==> src/rtl/axis_bram_adapter_v1_0_pad.sv <==
// axis_bram_adapter_v1_0_pad
//   Stream conditioner placed ahead of the AXIS-to-BRAM adapter. Forwards a
//   packet word by word and zero-pads its last partial BRAM line to a full
//   line of BRAM_WIDTH_IN_WORD words. A packet longer than 2^BRAM_ADDR_LENGTH
//   lines is cut at the line boundary and the rest of it is discarded.
// Ports
//   clk, rstn           : clock, synchronous active-low reset
//   s_axis_*            : input stream (tdata/tvalid/tlast/tready)
//   m_axis_*            : registered, line-aligned output stream
//   line_count          : lines-1 of the most recently completed packet
//   pkt_done            : one-cycle pulse, coincident with the final beat
//   overflow            : sticky, set when a packet was truncated
module axis_bram_adapter_v1_0_pad #(
  parameter int DATA_WIDTH         = 32,
  parameter int BRAM_WIDTH_IN_WORD = 36,
  parameter int BRAM_ADDR_LENGTH   = 9
) (
  input  logic                        clk,
  input  logic                        rstn,
  input  logic [DATA_WIDTH-1:0]       s_axis_tdata,
  input  logic                        s_axis_tvalid,
  input  logic                        s_axis_tlast,
  output logic                        s_axis_tready,
  output logic [DATA_WIDTH-1:0]       m_axis_tdata,
  output logic                        m_axis_tvalid,
  output logic                        m_axis_tlast,
  input  logic                        m_axis_tready,
  output logic [BRAM_ADDR_LENGTH-1:0] line_count,
  output logic                        pkt_done,
  output logic                        overflow
);

  localparam int WCW = (BRAM_WIDTH_IN_WORD > 1) ? $clog2(BRAM_WIDTH_IN_WORD) : 1;
  localparam logic [WCW-1:0] WLAST = WCW'(BRAM_WIDTH_IN_WORD - 1);

  typedef enum logic [1:0] {S_PASS, S_PAD, S_DROP} state_t;

  state_t                      r_state, w_next;
  logic [WCW-1:0]              r_word_cnt;
  logic [BRAM_ADDR_LENGTH-1:0] r_line_cnt;
  logic [DATA_WIDTH-1:0]       r_tdata;
  logic                        r_tvalid, r_tlast;
  logic [BRAM_ADDR_LENGTH-1:0] r_line_count;
  logic                        r_pkt_done, r_overflow;

  logic                        w_slot_free, w_word_last, w_line_last;
  logic                        w_tready, w_load, w_load_last, w_finish, w_set_ovf;
  logic [DATA_WIDTH-1:0]       w_load_data;

  assign w_slot_free = !r_tvalid || m_axis_tready;
  assign w_word_last = (r_word_cnt == WLAST);
  assign w_line_last = &r_line_cnt;

  // state register
  always_ff @(posedge clk) begin
    if (!rstn) r_state <= S_PASS;
    else       r_state <= w_next;
  end

  // next state
  always_comb begin
    w_next = r_state;
    case (r_state)
      S_PASS: begin
        if (w_set_ovf)                                      w_next = S_DROP;
        else if (w_load && s_axis_tlast && !w_word_last)    w_next = S_PAD;
      end
      S_PAD:  if (w_finish)                      w_next = S_PASS;
      S_DROP: if (s_axis_tvalid && s_axis_tlast) w_next = S_PASS;
      default:                                   w_next = S_PASS;
    endcase
  end

  // outputs / load controls
  always_comb begin
    w_tready    = 1'b0;
    w_load      = 1'b0;
    w_load_data = '0;
    w_load_last = 1'b0;
    w_finish    = 1'b0;
    w_set_ovf   = 1'b0;
    case (r_state)
      S_PASS: begin
        w_tready    = w_slot_free;
        w_load      = s_axis_tvalid && w_slot_free;
        w_load_data = s_axis_tdata;
        if (w_load && w_word_last) begin
          if (s_axis_tlast) begin
            w_load_last = 1'b1;
            w_finish    = 1'b1;
          end else if (w_line_last) begin
            // BRAM full: close the packet here and discard the remainder
            w_load_last = 1'b1;
            w_finish    = 1'b1;
            w_set_ovf   = 1'b1;
          end
        end
      end
      S_PAD: begin
        w_load      = w_slot_free;
        w_load_last = w_word_last;
        w_finish    = w_slot_free && w_word_last;
      end
      S_DROP:  w_tready = 1'b1;
      default: ;
    endcase
  end

  // output register, counters, status
  always_ff @(posedge clk) begin
    if (!rstn) begin
      r_tdata      <= '0;
      r_tvalid     <= 1'b0;
      r_tlast      <= 1'b0;
      r_word_cnt   <= '0;
      r_line_cnt   <= '0;
      r_line_count <= '0;
      r_pkt_done   <= 1'b0;
      r_overflow   <= 1'b0;
    end else begin
      if (w_load) begin
        r_tdata  <= w_load_data;
        r_tlast  <= w_load_last;
        r_tvalid <= 1'b1;
      end else if (m_axis_tready) begin
        r_tvalid <= 1'b0;
      end

      if (w_finish) begin
        r_word_cnt <= '0;
        r_line_cnt <= '0;
      end else if (w_load) begin
        if (w_word_last) begin
          r_word_cnt <= '0;
          r_line_cnt <= r_line_cnt + 1'b1;
        end else begin
          r_word_cnt <= r_word_cnt + 1'b1;
        end
      end

      r_pkt_done <= w_finish;
      if (w_finish)  r_line_count <= r_line_cnt;
      if (w_set_ovf) r_overflow   <= 1'b1;
    end
  end

  assign s_axis_tready = w_tready;
  assign m_axis_tdata  = r_tdata;
  assign m_axis_tvalid = r_tvalid;
  assign m_axis_tlast  = r_tlast;
  assign line_count    = r_line_count;
  assign pkt_done      = r_pkt_done;
  assign overflow      = r_overflow;

endmodule
==> config.mk <==
export PLATFORM = sky130hd
export DESIGN_NAME = axis_bram_adapter_v1_0_pad
export DESIGN_NICKNAME = d
export VERILOG_FILES = /design/src/rtl/axis_bram_adapter_v1_0_pad.sv
export SDC_FILE = /design/constraint.sdc
export NUM_CORES = 1
export LEC_CHECK = 0
export ABC_CLOCK_PERIOD_IN_PS = 2320
export BUFFER_PORTS_ARGS = -buffer_cell sky130_fd_sc_hd__buf_2
export CAP_MARGIN = 20
export CORE_ASPECT_RATIO = 0.9
export CORE_UTILIZATION = 50
export DETAILED_ROUTE_END_ITERATION = 12
export PLACE_DENSITY = 0.78
export SYNTH_ARGS = -nofsm -noshare
export SYNTH_HDL_FRONTEND = slang
export SYNTH_SLANG_ARGS = --single-unit
==> constraint.sdc <==
create_clock -name clk -period 2.32 [get_ports clk]
set_clock_uncertainty 0.2 [all_clocks]
set_input_delay 0.348 -clock clk [delete_from_list [all_inputs] [get_ports clk]]
set_output_delay 0.348 -clock clk [all_outputs]
set_load 0.1 [all_outputs]
Yosys cells after proc, flatten, opt, wreduce, memory -nomap -nowiden
Index checks and enable logic that the tools add are counted.

operators by class
  add/sub/neg operators = 2
  equal/unequal tests = 6
  multiplexer cells = 19
  bitwise logic cells = 1
  reductions and logical operators = 15

operators by type and width
  operator               count
  $mux W32               1
  $add A9 B1 Y9 const B  1
  $reduce_and A9 Y1      1
  $mux W1                8
  $mux W2                4
  $pmux W1 S2            4
  $add A6 B1 Y6 const B  1
  $eq A6 B6 Y1 const B   1
  $logic_and A1 B1 Y1    6
  $mux W6                1
  $pmux W2 S3            1
  $ne A2 B2 Y1 const B   2
  $ne A3 B3 Y1 const B   1
  $reduce_and A3 Y1      1
  $eq A2 B1 Y1 const B   1
  $eq A2 B2 Y1 const B   1
  $logic_not A1 Y1       2
  $logic_not A2 Y1       1
  $reduce_and A2 Y1      1
  $reduce_bool A2 Y1     1
  $reduce_or A2 Y1       1
  $logic_or A1 B1 Y1     1
  $not A1 Y1             1

storage, ports and cells
  register bits after elaboration = 62
  output and inout port bits = 46

Depth between registers and ports, before layout
  depth after elaboration = 9
  depth in mapped cells = 8

Worst setup path before layout
Ideal clock, no wire load.

  kind = reg-to-output
  start = register r_tvalid, in the netlist m_axis_tvalid
  end = output s_axis_tready
  arrival = 2.575 ns
  setup slack = -0.803 ns
  stages on the path, launching flop included = 4
  cell sequence = dfxtp_1 -> nor2b_1 -> clkbuf_1 -> a21oi_1

on the way
  cells in the longest elaborated chain, start to end = 3

RTL lines
  element                   line  source
  start: declaration        42    logic r_tvalid, r_tlast;
  start signal: assignment  113   r_tvalid <= 1'b0;
  start signal: assignment  124   r_tvalid <= 1'b1;
  start signal: assignment  126   r_tvalid <= 1'b0;
  $logic_not A1 Y1          50    assign w_slot_free = !r_tvalid || m_axis_tready;
  $logic_or A1 B1 Y1        50
  $pmux W1 S2               82    case (r_state)
  end: declaration          23    output logic s_axis_tready,

No other way between the ends.

Final worst setup path
Ends and elaborated chain as after synthesis.

==> insert_results.sql <==
INSERT INTO impl_metrics (metric_group, metric, value, unit) VALUES
('run_status', 'result_of_the_run', 'finished clean', ''),
('critical_path', 'worst_setup_path_start_kind', 'flip-flop', ''),
('placement', 'dp.cells', '428', ''),
('critical_path', 'critical_path.reg2reg.endpoint', 'm_axis_tlast', ''),
('logic_synthesis', 'synth_flop_cell', 'sky130_fd_sc_hd__dfxtp_1', ''),
('floorplanning', 'rows', '24', ''),
('clock_tree', 'tritoncts', 'done', ''),
('logic_synthesis', 'synth.area.mux_share', '0', ''),
('cells_and_area', 'multi_input_logic_area', '1265', 'µm²'),
('logic_synthesis', 'synth-async-reset-ratio', '0', ''),
('placement', 'placed_standard_cell_area', '3073', 'µm²'),
('clock_tree', 'cts_num_sinks', '62', ''),
('logic_synthesis', 'sequential_cell_area_fraction_in_the_yosys_report', '0.4765', ''),
('detailed_routing', 'via_count', '2429', ''),
('timing', 'layout_worst_path_cycle_share', '0.9002', ''),
('detailed_routing', 'drt-pass1-iter-count', '4', ''),
('logic_synthesis', 'netlist_top_cells_area', 'sky130_fd_sc_hd__dfxtp_1 48%, sky130_fd_sc_hd__a21boi_0 10%, sky130_fd_sc_hd__nand3_1 9.4%', ''),
('detailed_routing', 'detailedRoute.firstIterationViolations', '108', ''),
('global_routing', 'number_of_antenna_violations_at_the_first_check_in_global_routing', '0', ''),
('floorplanning', 'num_io_pins', '83', ''),
('power', 'power.static_leakage', '1.394', 'nW'),
('global_routing', 'globalRouteOverflowTotal', '0', ''),
('critical_path', 'worst-r2r-setup-slack', '260', 'ps'),
('detailed_routing', 'drc', '0', ''),
('logic_synthesis', 'number_of_synthesized_register_bits', '62', ''),
('clock_tree', 'root_buffer_cell', 'sky130_fd_sc_hd__clkbuf_8', ''),
('global_routing', 'grt_pass1_wl', '10210', 'µm'),
('logic_synthesis', 'post-synth-top-area-fraction', '0.4765', ''),
('clock_tree', 'ctsHtreeMaxLevel', '3', ''),
('logic_synthesis', 'syn-mean-instance-area', '8.861', 'µm²'),
('critical_path', 'critPathArrivalTime', '1540', 'ps'),
('hold_path', 'kind_of_path_behind_the_tightest_hold_check', 'in2reg', ''),
('placement', 'place_ws', '292.1', 'ps'),
('cells_and_area', 'n_antenna_cell', '0', ''),
('power', 'pwr_density_cell', '875.8', 'nW/µm²'),
('critical_path', 'highest_cell_delay_on_the_worst_timing_path', '450', 'ps'),
('critical_path', 'worstReg2RegStart', 'r_line_cnt[0]', ''),
('clock_tree', 'worst_skew_pair.late_latency', '340', 'ps'),
('logic_synthesis', 'synth-edff-count', '0', ''),
('hold_path', 'worst_hold_startpoint', 's_axis_tdata[28]', ''),
('hold_path', 'holdPathStages', '3', ''),
('floorplanning', 'design.core.area', '4925', 'µm²'),
('logic_synthesis', 'yosys.area_share.adder', '0.01441', ''),
('cells_and_area', 'final_net_count', '414', ''),
('cells_and_area', 'register_area', '1241', 'µm²'),
('cells_and_area', 'syn_to_final_growth', '27.52', '%'),
('logic_synthesis', 'post_synthesis_cell_area', '2605', 'µm²'),
('clock_tree', 'max-clock-path-buffers', '2', ''),
('logic_synthesis', 'synth_xor_area_frac', '0.01009', ''),
('floorplanning', 'design.die.area', '5503', 'µm²'),
('cells_and_area', 'layout-drive-gt1-share', '0.3008', ''),
('logic_synthesis', 'synth_cells', '294', ''),
('clock_tree', 'cts_inserted_buffers', '9', ''),
('timing', 'post-route-min-period', '2088', 'ps'),
('detailed_routing', 'totalWireLength', '6073', 'µm'),
('global_routing', 'grt_max_degree', '36', ''),
('timing', 'setup-violations-final', '0', ''),
('floorplanning', 'die_w', '78.09', 'µm'),
('timing', 'fin_tns_setup', '0', 'ps'),
('logic_synthesis', 'yosys_warnings', '0', ''),
('cells_and_area', 'mostFrequentLayoutCell', 'sky130_fd_sc_hd__buf_2', ''),
('timing', 'fmax', '0.4788', 'GHz'),
('logic_synthesis', 'synth_compound_gate_area_share', '0.2161', ''),
('timing', 'timing_max_transition_violations_final', '0', ''),
('cells_and_area', 'mostFrequentLayoutCells', '82 x sky130_fd_sc_hd__buf_2, 62 x sky130_fd_sc_hd__dfxtp_1, 49 x sky130_fd_sc_hd__nand3_1', ''),
('cells_and_area', 'final_cell_count_no_fill', '444', ''),
('clock_tree', 'holdBufCountCts', '0', ''),
('cells_and_area', 'fillCellCount', '441', ''),
('global_routing', 'grt_total_usage', '0.2406', ''),
('critical_path', 'worstSetupEndpointType', 'primary output', ''),
('critical_path', 'critical_path_peak_fanout', '7', '');
registers in the layout, summed over array words and instances, names as in the netlist, 2 cells and up:
register	cells
r_state	2
line_count	9
r_line_cnt	9
m_axis_tdata	32
r_word_cnt	6
kinds of logic (layout without fill, tap and decap cells):
kind of cell	Yosys count	after routing
AO/OA/AOI/OAI	81	81
XOR/XNOR	3	3
adder cells (fa/ha/maj)	3	3
buffers and inverters	24	109
flip-flops	62	62
AND/OR/NAND/NOR	121	121
how the worst max path moves through the flow:
stage	start	end	slack, ps	cells after the start
floorplan	m_axis_tvalid	r_word_cnt[2]	60	5
global placement	r_line_cnt[0]	m_axis_tlast	340	7
detailed placement	r_word_cnt[0]	r_line_cnt[7]	290	5
CTS	m_axis_tvalid	s_axis_tready	230	4
global route	r_word_cnt[0]	r_line_cnt[7]	150	5
finish	m_axis_tvalid	s_axis_tready	230	4
layer usage:
metal / vias to the layer above / routed length [µm] / track usage
met5: - / 0 / 0
met4: 0 / 112 / 0.1152
met3: 13 / 455 / 0.08627
met2: 84 / 2853 / 0.3850
met1: 1128 / 2650 / 0.2856
li1: 1204 / - / -
report_power, final:
part           switching (mW)  internal, mW  total, mW
sequential             0.0290          1.11       1.14
combinational           0.472         0.118      0.590
clock                   0.403         0.774       1.18
total                   0.904          2.01       2.91
area by class of cell:
cell class              count  share of cell area
flip-flops and latches     62              0.3736
inverters                   2            0.002260
clock inverters             3             0.02712
well taps                  65             0.02448
multi-input cells         208              0.3808
clock buffers              13             0.04783
repair buffers             91              0.1439
worst max-delay path, delay by kind of cell (launching register included):
| family | cells | cell delay [ps] |
|---|---|---|
| buffers and inverters | 2 | 620 |
| flip-flops | 1 | 330 |
| AND/OR/NAND/NOR | 1 | 140 |
| AO/OA/AOI/OAI | 1 | 130 |
per-stage QoR:
| step | total power [mW] | util |
|---|---|---|
| after floorplan | 1.634 | - |
| after global placement | 1.747 | 0.6240 |
| after detailed placement | 1.754 | 0.6240 |
| after CTS | 2.934 | 0.6745 |
| after global routing | 3.019 | 0.6745 |
| final | 2.909 | 0.6745 |
Yosys cell counts (3+ instances only):
library cell / n
sky130_fd_sc_hd__buf_2: 6
sky130_fd_sc_hd__a21boi_1: 9
sky130_fd_sc_hd__or4_1: 4
sky130_fd_sc_hd__a21boi_0: 35
sky130_fd_sc_hd__nand2_1: 41
sky130_fd_sc_hd__dfxtp_1: 62
sky130_fd_sc_hd__nor2_1: 5
sky130_fd_sc_hd__clkbuf_1: 11
sky130_fd_sc_hd__a21oi_1: 10
sky130_fd_sc_hd__ha_1: 3
sky130_fd_sc_hd__o21ai_0: 13
sky130_fd_sc_hd__or3_1: 4
sky130_fd_sc_hd__o31ai_1: 3
sky130_fd_sc_hd__nand3_1: 49
No activity file was read; power rests on OpenSTA's default activity.
